File: config.mk
export PLATFORM = sky130hd
export DESIGN_NAME = mem_port_arbiter
export DESIGN_NICKNAME = d
export VERILOG_FILES = /design/src/rtl/proc_pkg.sv /design/src/rtl/mem_port_arbiter_pick.sv /design/src/rtl/mem_port_arbiter.sv
export SDC_FILE = /design/constraint.sdc
export NUM_CORES = 1
export LEC_CHECK = 0
export ABC_CLOCK_PERIOD_IN_PS = 1800
export CORE_AREA = 2 2 84 86
export CTS_CLUSTER_SIZE = 8
export DETAILED_ROUTE_END_ITERATION = 7
export DIE_AREA = 0 0 86 88
export PLACE_DENSITY = 0.79
export SLEW_MARGIN = 20
export SYNTH_ARGS = -nofsm -noshare
export SYNTH_HDL_FRONTEND = slang
export SYNTH_HIERARCHICAL = 1
export SYNTH_SLANG_ARGS = --single-unit
File: constraint.sdc
create_clock -name clk -period 1.8 [get_ports clk]
set_input_delay 0.27 -clock clk [delete_from_list [all_inputs] [get_ports clk]]
set_output_delay 0.27 -clock clk [all_outputs]
set_load 0.03 [all_outputs]
File: src/rtl/proc_pkg.sv
// Shared types and constants for the memory port arbiter: FSM state encoding,
// port indices and default address/data widths.
package proc_pkg;

  typedef enum logic [1:0] {
    IDLE   = 2'd0,
    ACCESS = 2'd1,
    RESP   = 2'd2
  } state_t;

  localparam logic PORT_FETCH = 1'b0;
  localparam logic PORT_DATA  = 1'b1;

  localparam int DEF_ADDR_W = 9;
  localparam int DEF_DATA_W = 13;

endpackage

File: src/rtl/mem_port_arbiter_pick.sv
// arb_pick: combinational winner selection between the fetch and data ports.
// On a tie the port that did not own the previous access wins.
module arb_pick
  import proc_pkg::*;
(
  input  logic f_req,
  input  logic d_req,
  input  logic last_owner,
  output logic winner
);

  always_comb begin
    winner = PORT_DATA;
    if (f_req && d_req)
      winner = (last_owner == PORT_DATA) ? PORT_FETCH : PORT_DATA;
    else if (f_req)
      winner = PORT_FETCH;
  end

endmodule

File: src/rtl/mem_port_arbiter.sv
// Two-port (fetch/data) arbiter in front of a single-port RAM with 1-cycle read latency.
// Define MEM_ARB_ROUND_ROBIN_EN for round-robin tie-break; default is fixed data-port priority.
module mem_port_arbiter
  import proc_pkg::*;
#(
  parameter int ADDR_W = DEF_ADDR_W,
  parameter int DATA_W = DEF_DATA_W
) (
  input  logic              clk,
  input  logic              reset,
  input  logic              f_req,
  input  logic              f_we,
  input  logic [ADDR_W-1:0] f_addr,
  input  logic [DATA_W-1:0] f_wdata,
  output logic              f_gnt,
  output logic              f_rvalid,
  output logic [DATA_W-1:0] f_rdata,
  input  logic              d_req,
  input  logic              d_we,
  input  logic [ADDR_W-1:0] d_addr,
  input  logic [DATA_W-1:0] d_wdata,
  output logic              d_gnt,
  output logic              d_rvalid,
  output logic [DATA_W-1:0] d_rdata,
  output logic              mem_en,
  output logic              mem_we,
  output logic [ADDR_W-1:0] mem_addr,
  output logic [DATA_W-1:0] mem_wdata,
  input  logic [DATA_W-1:0] mem_rdata,
  output logic              busy,
  output logic [1:0]        state_dbg
);

  // Handshake: a requester holds req/we/addr/wdata stable until it sees its gnt,
  // which is high for exactly the one ACCESS cycle. For reads, rvalid is high for
  // exactly the following RESP cycle and qualifies rdata; rdata is otherwise stale.

  state_t            state;
  logic              owner;
  logic              winner;
  logic              pick_last;
  logic [DATA_W-1:0] f_rdata_q;
  logic [DATA_W-1:0] d_rdata_q;

`ifdef MEM_ARB_ROUND_ROBIN_EN
  logic last_owner;
  assign pick_last = last_owner;
`else
  // Presenting fetch as the previous owner makes every tie resolve to the data port.
  assign pick_last = PORT_FETCH;
`endif

  arb_pick u_pick (
    .f_req      (f_req),
    .d_req      (d_req),
    .last_owner (pick_last),
    .winner     (winner)
  );

  always_ff @(posedge clk) begin
    if (reset) begin
      state     <= IDLE;
      owner     <= PORT_FETCH;
      f_gnt     <= 1'b0;
      d_gnt     <= 1'b0;
      f_rvalid  <= 1'b0;
      d_rvalid  <= 1'b0;
      f_rdata_q <= '0;
      d_rdata_q <= '0;
      mem_en    <= 1'b0;
      mem_we    <= 1'b0;
      mem_addr  <= '0;
      mem_wdata <= '0;
      busy      <= 1'b0;
`ifdef MEM_ARB_ROUND_ROBIN_EN
      last_owner <= PORT_DATA;
`endif
    end else begin
      case (state)
        IDLE: begin
          if (f_req || d_req) begin
            state     <= ACCESS;
            owner     <= winner;
            busy      <= 1'b1;
            mem_en    <= 1'b1;
            mem_we    <= (winner == PORT_DATA) ? d_we    : f_we;
            mem_addr  <= (winner == PORT_DATA) ? d_addr  : f_addr;
            mem_wdata <= (winner == PORT_DATA) ? d_wdata : f_wdata;
            f_gnt     <= (winner == PORT_FETCH);
            d_gnt     <= (winner == PORT_DATA);
`ifdef MEM_ARB_ROUND_ROBIN_EN
            last_owner <= winner;
`endif
          end
        end
        ACCESS: begin
          mem_en <= 1'b0;
          mem_we <= 1'b0;
          f_gnt  <= 1'b0;
          d_gnt  <= 1'b0;
          // mem_we still carries the owner's command during this cycle.
          if (mem_we) begin
            state <= IDLE;
            busy  <= 1'b0;
          end else begin
            state    <= RESP;
            f_rvalid <= (owner == PORT_FETCH);
            d_rvalid <= (owner == PORT_DATA);
          end
        end
        RESP: begin
          state    <= IDLE;
          busy     <= 1'b0;
          f_rvalid <= 1'b0;
          d_rvalid <= 1'b0;
          if (f_rvalid) f_rdata_q <= mem_rdata;
          if (d_rvalid) d_rdata_q <= mem_rdata;
        end
        default: state <= IDLE;
      endcase
    end
  end

  // mem_rdata is the RAM's own output register, so RESP forwards it directly and
  // the local copy keeps the value stable afterwards.
  assign f_rdata   = f_rvalid ? mem_rdata : f_rdata_q;
  assign d_rdata   = d_rvalid ? mem_rdata : d_rdata_q;
  assign state_dbg = state;

endmodule

==> out/qor.yml, run 1 <==
async_flop_share_pct: 0
path_clk_slew_ns: 0.07
synth_fp_nets: 343
vias_per_cell: 5.04
crit_family: "buffers and inverters"
cts_root_buffer: "clkbuf_8"
ys.flop_type: "dfxtp_1"
setup_viol: 0
fin_area_sq_um: 4170
cts_tree: "done"
worstPathRequired_ns: 1.53
slowest_stage: "clkdlybuf4s50_1"
worstPathCellList: "clkdlybuf4s50_1"
synthXorXnorAreaFrac_pct: 0
startpoint_type: "register"
vias: 2395
fin_cells: 475
synthAdderAreaFrac_pct: 2.74
antenna_found_initial: 0
drive_above_1_share_pct: 20.5
dpl-instance-area_sq_um: 3970
p_total_mw: 3.94
status: "finished clean"
area_growth_pct: 52.2
cts_setup_buffers: 0
n_fill_cell: 600
worst_setup_path_end_kind: "output pin"
synthMuxAreaShare_pct: 29.3
ant_nets: 0
syn_area_sq_um: 2740
synthSimpleGateAreaFrac_pct: 11.2
grt_max_degree: 37
dieHeight_um: 88
synth_area_leader_cell: "dfxtp_1"
gp_congestion: 0.724
core-area_sq_um: 6640
powerDensity_nw_per_um2: 945
drc: 0
crit_buf_inv: 1
cts_made_buffers: 9
ctsHtreeMaxLevel: 3
ys_top_cells_by_count: "dfxtp_1 (58), mux2i_1 (51), nor2_1 (51), mux2_2 (25), a211oi_1 (22)"
synth-seq-cells: 58
grt_pass1_vias: 2369
grt_pass1_wl_um: 10800
grt_use_total_pct: 18.2
wl_met2_um: 2930
port_buffers: 119
finalHoldViolCount: 0
yosysWarnings: 6
routed.top_layer: "met4"
synth-seq-area-share_pct: 42.4
ir_drop_uv: 460
nets: 461
slowest_delay_ns: 0.71
wl_met3_um: 786
diodes: 0
cts.path.max_buffers: 2
synth_edf_count: 0
cp.arrival_ns: 1.47
synth_area_leaders: "dfxtp_1 (42%), mux2i_1 (19%), mux2_2 (10%), nor2_1 (7.0%), a211oi_1 (6.0%)"
worstSetupPathType: "register to output pin"
io_pins: 120
synth_top_family_by_area: "multiplexers"
slew_violations: 0
wl_met1_um: 2800
holdBufCountCts: 0
timing.final.crit_share_pct: 96.6
routed_wl_um: 6600
dr.pass1.iters: 4
fp.dieW_um: 86
netlist.area_leader.share_pct: 42.4
num_rows: 30
drtIter0Drc: 35
fmax_mhz: 575
synth.avg_cell_area_sq_um: 9.99
finClkSkew_ns: 0.00719
clk_latency_ns: 0.32
grt_overflow: 0
min_period_ns: 1.74
leakage_nw: 1.73
cts_sinks: 58
wl_per_cell_um: 13.9
dp_hpwl_um: 4850
synth_cells: 274
drv_cap: 0
relSlewSlack_pct: 63.2
synth_compound_area_share_pct: 9.46
start_util_pct: 41.2
placed_cells: 461
hp-class: "input port to register"
synth.distinct_cells: 31
worst-slew-pin-transition_ns: 0.551
synth.most_common_cell: "dfxtp_1"
dieArea_sq_um: 7570
cp_max_fo: 7
rsz0062_at_grt: "no"
==> stage by stage <==
stage          utilization [%]  hold WS [ns]  TNS (ns)  worst slack, ns
6_report                  62.7         0.416         0           0.0603
3_3_place_gp              59.8         0.458   -0.0528          -0.0528
5_1_grt                   62.7         0.443         0           0.0133
2_1_floorplan                -         0.453         0           0.0600
3_5_place_dp              59.8         0.465   -0.0627          -0.0627
4_1_cts                   62.7         0.407         0           0.0299
==> final cells by class <==
class / count / area (sq um) / area share [%]
multi-input cells: 190 / 1450 / 34.7
repair buffers: 130 / 1250 / 30.1
flip-flops and latches: 58 / 1160 / 27.9
clock buffers: 11 / 151 / 3.63
well taps: 80 / 100 / 2.40
clock inverters: 3 / 40.0 / 0.961
inverters: 3 / 11.3 / 0.270
==> layout by cell type (no fill, tap or decap), types with 3 or more instances in the layout <==
cell and instances:
a21oi_1 8, clkdlybuf4s50_1 90, nor2_1 51, mux2i_1 51
mux2_2 25, buf_12 4, inv_1 3, clkbuf_8 11
dfxtp_1 56, a211oi_1 22, buf_4 33, or4_1 3
o21ai_0 3, ha_1 6, nand3b_1 3
==> cell families (layout without fill, tap and decap cells) <==
logic type      Yosys count  in the layout
simple gates             68             68
mux                      77             77
flops                    58             58
fa+ha+maj                 6              6
buf+inv                  26            147
compound gates           38             38
other cells               1              1
==> repair_timing <==
action / 4_1_cts / 5_1_grt
pin swaps: 0 / 0
setup endpoints to repair: 1 / 11
gates resized for setup: 1 / 1
==> registers in the layout, summed over array words and instances (netlist names) <==
signal and cells:
d_rdata_q 13, owner 1, mem_wdata 13, d_rvalid 1, f_rvalid 1, state_dbg 2
busy 1, f_gnt 1, d_gnt 1, mem_addr 9, f_rdata_q 13, mem_en 1
mem_we 1
==> path summary, 6_finish.rpt <==
path | start | to | slack, ns | depth (start not counted)
hold / removal | reset | d_rdata_q[7]$_SDFFE_PP0P_ | 0.42 | 2
hold reg to reg | busy$_SDFFE_PP0P_ | busy$_SDFFE_PP0P_ | 0.47 | 2
setup / recovery | mem_we$_SDFFE_PP0P_ | mem_we | 0.06 | 1
setup reg to reg | state_dbg[0]$_SDFFE_PP0P_ | mem_we$_SDFFE_PP0P_ | 0.12 | 6
==> per-layer routing <==
| metal | vias up | global-route usage, % |
|---|---|---|
| li1 | 1200 | - |
| met1 | 1088 | 20.6 |
| met2 | 100 | 29.8 |
| met3 | 7 | 8.58 |
| met4 | 0 | 6.93 |
| met5 | - | 0 |
==> report_power, final <==
part / leakage [nW] / total [mW] / internal, mW / switching, mW
clock: 0.101 / 1.18 / 0.695 / 0.486
combinational: 1.16 / 1.28 / 0.607 / 0.678
sequential: 0.475 / 1.47 / 1.40 / 0.0697
Power figures use the tool's default switching activity.
==> run 2: changes to the inputs <==
- ABC_CLOCK_PERIOD_IN_PS: 1800 -> 2000
- clock period: 1.8 -> 2 ns (I/O delays scaled with it)
==> run 2 against run 1 <==
Effect of this change:
- first-iteration DRC count up 8.6%
- clock power down 24%
- sequential share of layout area about the same
- final area down 0.33%
- register-to-register slack better by 0.10 ns
- sequential power down 9.5%
- highest routed layer unchanged
- largest cell class unchanged
- count of clock-buffer cells in the layout down 1
- clock skew about the same
- total power down 15%
- global-route usage down 0.13 points
- critical path depth up 2
- critical endpoint is now f_rdata[11]
- die area unchanged
==> out/qor.yml, run 2 (synthesis gave the netlist of run 1 again) <==
finClkSkew_ns: 0.00736
rrSetupSlack_ns: 0.22
grt_pass1_wl_um: 10700
fp.dieW_um: 86
status: "finished clean"
drive_above_1_share_pct: 12.5
leakage_nw: 1.77
ctsHtreeMaxLevel: 3
routed_wl_um: 6620
timing.rr.end: "mem_we$_SDFFE_PP0P_"
hp-class: "input port to register"
utilization_pct: 62.5
startpoint_type: "register"
diodes: 0
finalHoldViolCount: 0
drc: 0
wl_per_cell_um: 14.0
cts_tree: "done"
cp_max_fo: 14
area_growth_pct: 51.7
holdPathStages: 2
powerDensity_nw_per_um2: 809
worstPathRequired_ns: 1.70
dieHeight_um: 88
setup_viol: 0
antenna_found_initial: 0
relSlewSlack_pct: 61.9
worst-slew-pin-transition_ns: 0.572
final_common_cell: "clkdlybuf4s50_1"
r2r-start: "state_dbg[0]$_SDFFE_PP0P_"
rsz0062_at_grt: "no"
ir_drop_uv: 442
reg2reg_depth: 6
nets: 458
hold-path-endpoint: "d_rdata_q[6]$_SDFFE_PP0P_"
start_util_pct: 41.2
dp_hpwl_um: 4870
vias: 2404
core-area_sq_um: 6640
cts_made_buffers: 9
fin_area_sq_um: 4150
gp_congestion: 0.757
grt_pass1_vias: 2335
final_cell_mix: "clkdlybuf4s50_1 (92), dfxtp_1 (58), mux2i_1 (51), nor2_1 (51), dlygate4sd2_1 (26)"
worstSetupPathType: "register to output pin"
ant_nets: 0
timing.final.crit_share_pct: 95.1
worstPathCellList: "buf_12, mux2_2, dlygate4sd2_1"
p_total_mw: 3.36
grt_overflow: 0
hold_start: "reset"
placed_cells: 458
top_regs: "d_rdata_q x13, f_rdata_q x13, mem_wdata x13"
fmax_mhz: 525
slew_violations: 0
cp.arrival_ns: 1.60
dpl-instance-area_sq_um: 4030
worst_setup_path_end_kind: "output pin"
drv_cap: 0
min_period_ns: 1.90
io_pins: 120
clk_latency_ns: 0.33
slowest_delay_ns: 0.38
path_clk_slew_ns: 0.07
cts.path.max_buffers: 2
dr.pass1.iters: 4
cts_root_buffer: "clkbuf_8"
slowest_stage: "dfxtp_1"
port_buffers: 119
tns_ns: 0
grt_use_total_pct: 18.0
vias_per_cell: 5.09
cts_sinks: 58
num_rows: 30
grt_max_degree: 45
drtIter0Drc: 38
fin_cells: 472
dieArea_sq_um: 7570
[run 2: changes by cell type in the layout (fill, tap and decap cells not counted)]
cell             change
clkdlybuf4s50_1      +2
dfxtp_2              -2
buf_4               -30
bufinv_16            -1
buf_6                -1
clkinv_2             +2
buf_12               +1
clkbuf_8             -1
dlygate4sd2_1       +25
dfxtp_1              +2
[run 2: area by class of cell]
cell class	instances	area, sq um
inverter	3	11.3
clock inverter	4	20.0
fill	576	2490
multi-input combinational	190	1450
clock buffer	10	138
sequential	58	1160
timing repair buffer	127	1280
tap	80	100
[run 2: report_power, final]
part           internal (mW)  switching [mW]  total, mW  leakage (nW)
registers               1.26          0.0663       1.33         0.475
logic                  0.531           0.608       1.14          1.21
clock network          0.460           0.435      0.895        0.0875
total                   2.25            1.11       3.36          1.77
[run 2: worst max-delay path, delay by kind of cell (launching register included)]
| family | cells | cell delay [ns] |
|---|---|---|
| buffers and inverters | 2 | 0.54 |
| multiplexers | 1 | 0.35 |
| flip-flops | 1 | 0.38 |
[run 2: metal layers]
metal / vias to the layer above / part of all wire [%] / global-route usage (%)
li1: 1191 / - / -
met1: 1098 / 42 / 20.0
met2: 104 / 45 / 29.5
met3: 11 / 11 / 8.01
met4: 0 / 2.0 / 9.09
met5: - / 0 / 0
[run 2: how the worst max path moves through the flow]
stage	start	endpoint	slack, ns	cells after the start
5_1_grt	f_rvalid$_SDFFE_PP0P_	f_rdata[11]	0.02	3
3_5_place_dp	mem_rdata[11]	f_rdata[11]	0.05	3
2_1_floorplan	state_dbg[0]$_SDFFE_PP0P_	busy$_SDFFE_PP0P_	0.15	6
3_3_place_gp	mem_rdata[8]	f_rdata[8]	0.07	3
6_report	f_rvalid$_SDFFE_PP0P_	f_rdata[11]	0.1	3
4_1_cts	f_rvalid$_SDFFE_PP0P_	f_rdata[11]	0.06	3
[run 2: stage by stage]
step           setup slack (ns)  hold WS (ns)
2_1_floorplan             0.149         0.453
3_3_place_gp             0.0698         0.458
3_5_place_dp             0.0524         0.471
4_1_cts                  0.0640         0.424
5_1_grt                  0.0242         0.459
6_report                 0.0970         0.446
[run 2: timing repair]
action	4_1_cts	5_1_grt
hold buffers	0	0
buffers inserted	0	0
gates resized for setup	26	0
endpoints found under the setup margin	26	0
==> run 3: changes to the inputs <==
- PLACE_DENSITY: 0.79 -> 0.82
==> run 3 against run 2 <==
Effect of this change:
- clock power is 51% higher
- cell count is 0.64% higher
- die area did not move
- count of clock-buffer cells in the layout is 2 higher
- hold slack got worse by 0.051 ns
- final area rose by 2.4%
- fmax grew 0.42%
- largest cell class unchanged
- global-route usage grew 0.67 points
- clock skew down 0.0018 ns
- via count up 0.29%
- non-clock buffer count grew 1
- critical path depth unchanged
==> out/qor.yml, run 3 (synthesis gave the netlist of run 1 again) <==
status: "finished clean"
port_buffers: 119
ant_nets: 0
fmax_mhz: 528
placed_cells: 459
vias: 2411
drv_cap: 0
fin_cells: 475
slew_violations: 0
core-area_sq_um: 6640
drtIter0Drc: 54
gp_congestion: 0.728
cts.path.max_buffers: 2
cts_sinks: 58
hp-class: "input port to register"
cts_setup_buffers: 0
final_cell_mix: "clkdlybuf4s50_1 (92), dfxtp_1 (58), mux2i_1 (51), nor2_1 (51)"
grt_overflow: 0
clk_latency_ns: 0.33
path_clk_slew_ns: 0.06
tns_ns: 0
routed_wl_um: 6700
grt_pass1_vias: 2366
grt_max_degree: 45
final_common_cell: "clkdlybuf4s50_1"
grt_use_total_pct: 18.7
setup_viol: 0
dieHeight_um: 88
diodes: 0
startpoint_type: "register"
area_growth_pct: 55.4
fp.dieW_um: 86
io_pins: 120
worst_setup_path_end_kind: "output pin"
finalHoldWorstSlack_ns: 0.395
nets: 459
drc: 0
finClkSkew_ns: 0.00560
utilization_pct: 64.0
top_regs: "d_rdata_q x13, f_rdata_q x13, mem_wdata x13"
r2r-start: "state_dbg[0]$_SDFFE_PP0P_"
finalHoldViolCount: 0
worstPathRequired_ns: 1.70
vias_per_cell: 5.08
num_rows: 30
timing.final.crit_share_pct: 94.7
leakage_nw: 1.81
ctsHtreeMaxLevel: 3
min_period_ns: 1.89
dieArea_sq_um: 7570
antenna_found_initial: 0
rsz0062_at_grt: "no"
wl_per_cell_um: 14.1
worstSetupPathType: "register to output pin"
ir_drop_uv: 384
cp_max_fo: 14
hold_start: "reset"
critical_path.startpoint: "f_rvalid$_SDFFE_PP0P_"
cts_root_buffer: "clkbuf_8"
dp_hpwl_um: 4970
cts_tree: "done"
cp.arrival_ns: 1.59
start_util_pct: 41.2
powerDensity_nw_per_um2: 899
grt_pass1_wl_um: 11000
dr.pass1.iters: 4
drive_above_1_share_pct: 13.2
cts_made_buffers: 9
[run 3: cell count changes in the layout (fill, tap and decap cells not counted)]
cell,before,now
buf_4,3,5
clkinvlp_4,0,1
clkbuf_8,10,11
dlygate4sd2_1,26,25
clkinv_2,4,0
clkbuf_1,0,1
bufinv_16,0,3
[run 3: critical path: stages (launching register included)]
cell and delay, ns:
dfxtp_1 0.38, buf_12 0.16, mux2_2 0.36, dlygate4sd2_1 0.37
[run 3: per-layer routing]
layer	global-route usage, %	wire length (um)	up-vias	share of wire (%)
li1	-	-	1199	-
met1	21.0	2710	1089	40
met2	30.0	3060	112	46
met3	9.52	807	11	12
met4	8.08	114	0	1.7
met5	0	0	-	0
[run 3: worst paths after layout]
| path | to | slack [ns] | depth (start not counted) |
|---|---|---|---|
| worst min-delay path | d_rdata_q[12]$_SDFFE_PP0P_ | 0.40 | 2 |
| worst max-delay path | f_rdata[5] | 0.11 | 3 |
| worst min register to register | busy$_SDFFE_PP0P_ | 0.48 | 2 |
| worst max register to register | mem_we$_SDFFE_PP0P_ | 0.19 | 6 |
[run 3: power by group]
part	internal [mW]	switching (mW)	total, mW
Combinational	0.538	0.611	1.15
Sequential	1.26	0.0642	1.32
Clock	0.896	0.457	1.35
[run 3: cell type report]
| class | instances | area, sq um |
|---|---|---|
| tap | 80 | 100 |
| multi-input combinational | 190 | 1450 |
| clock buffer | 12 | 155 |
| clock inverter | 4 | 97.6 |
| timing repair buffer | 128 | 1280 |
| inverter | 3 | 11.3 |
| sequential | 58 | 1160 |
| fill | 583 | 2390 |
[run 3: what timing repair did]
action | 4_1_cts | 5_1_grt
gates resized for setup | 25 | 0
setup endpoints to repair | 25 | 0
hold buffers | 0 | 0
[run 3: per-stage QoR]
step	worst slack (ns)	power, mW	cell area (sq um)
floorplan	0.149	2.03	2740
global placement	0.0520	2.51	4030
detailed placement	0.0603	2.53	4030
CTS	0.0818	3.87	4250
global route	0.0279	4.02	4250
finish	0.105	3.83	4250
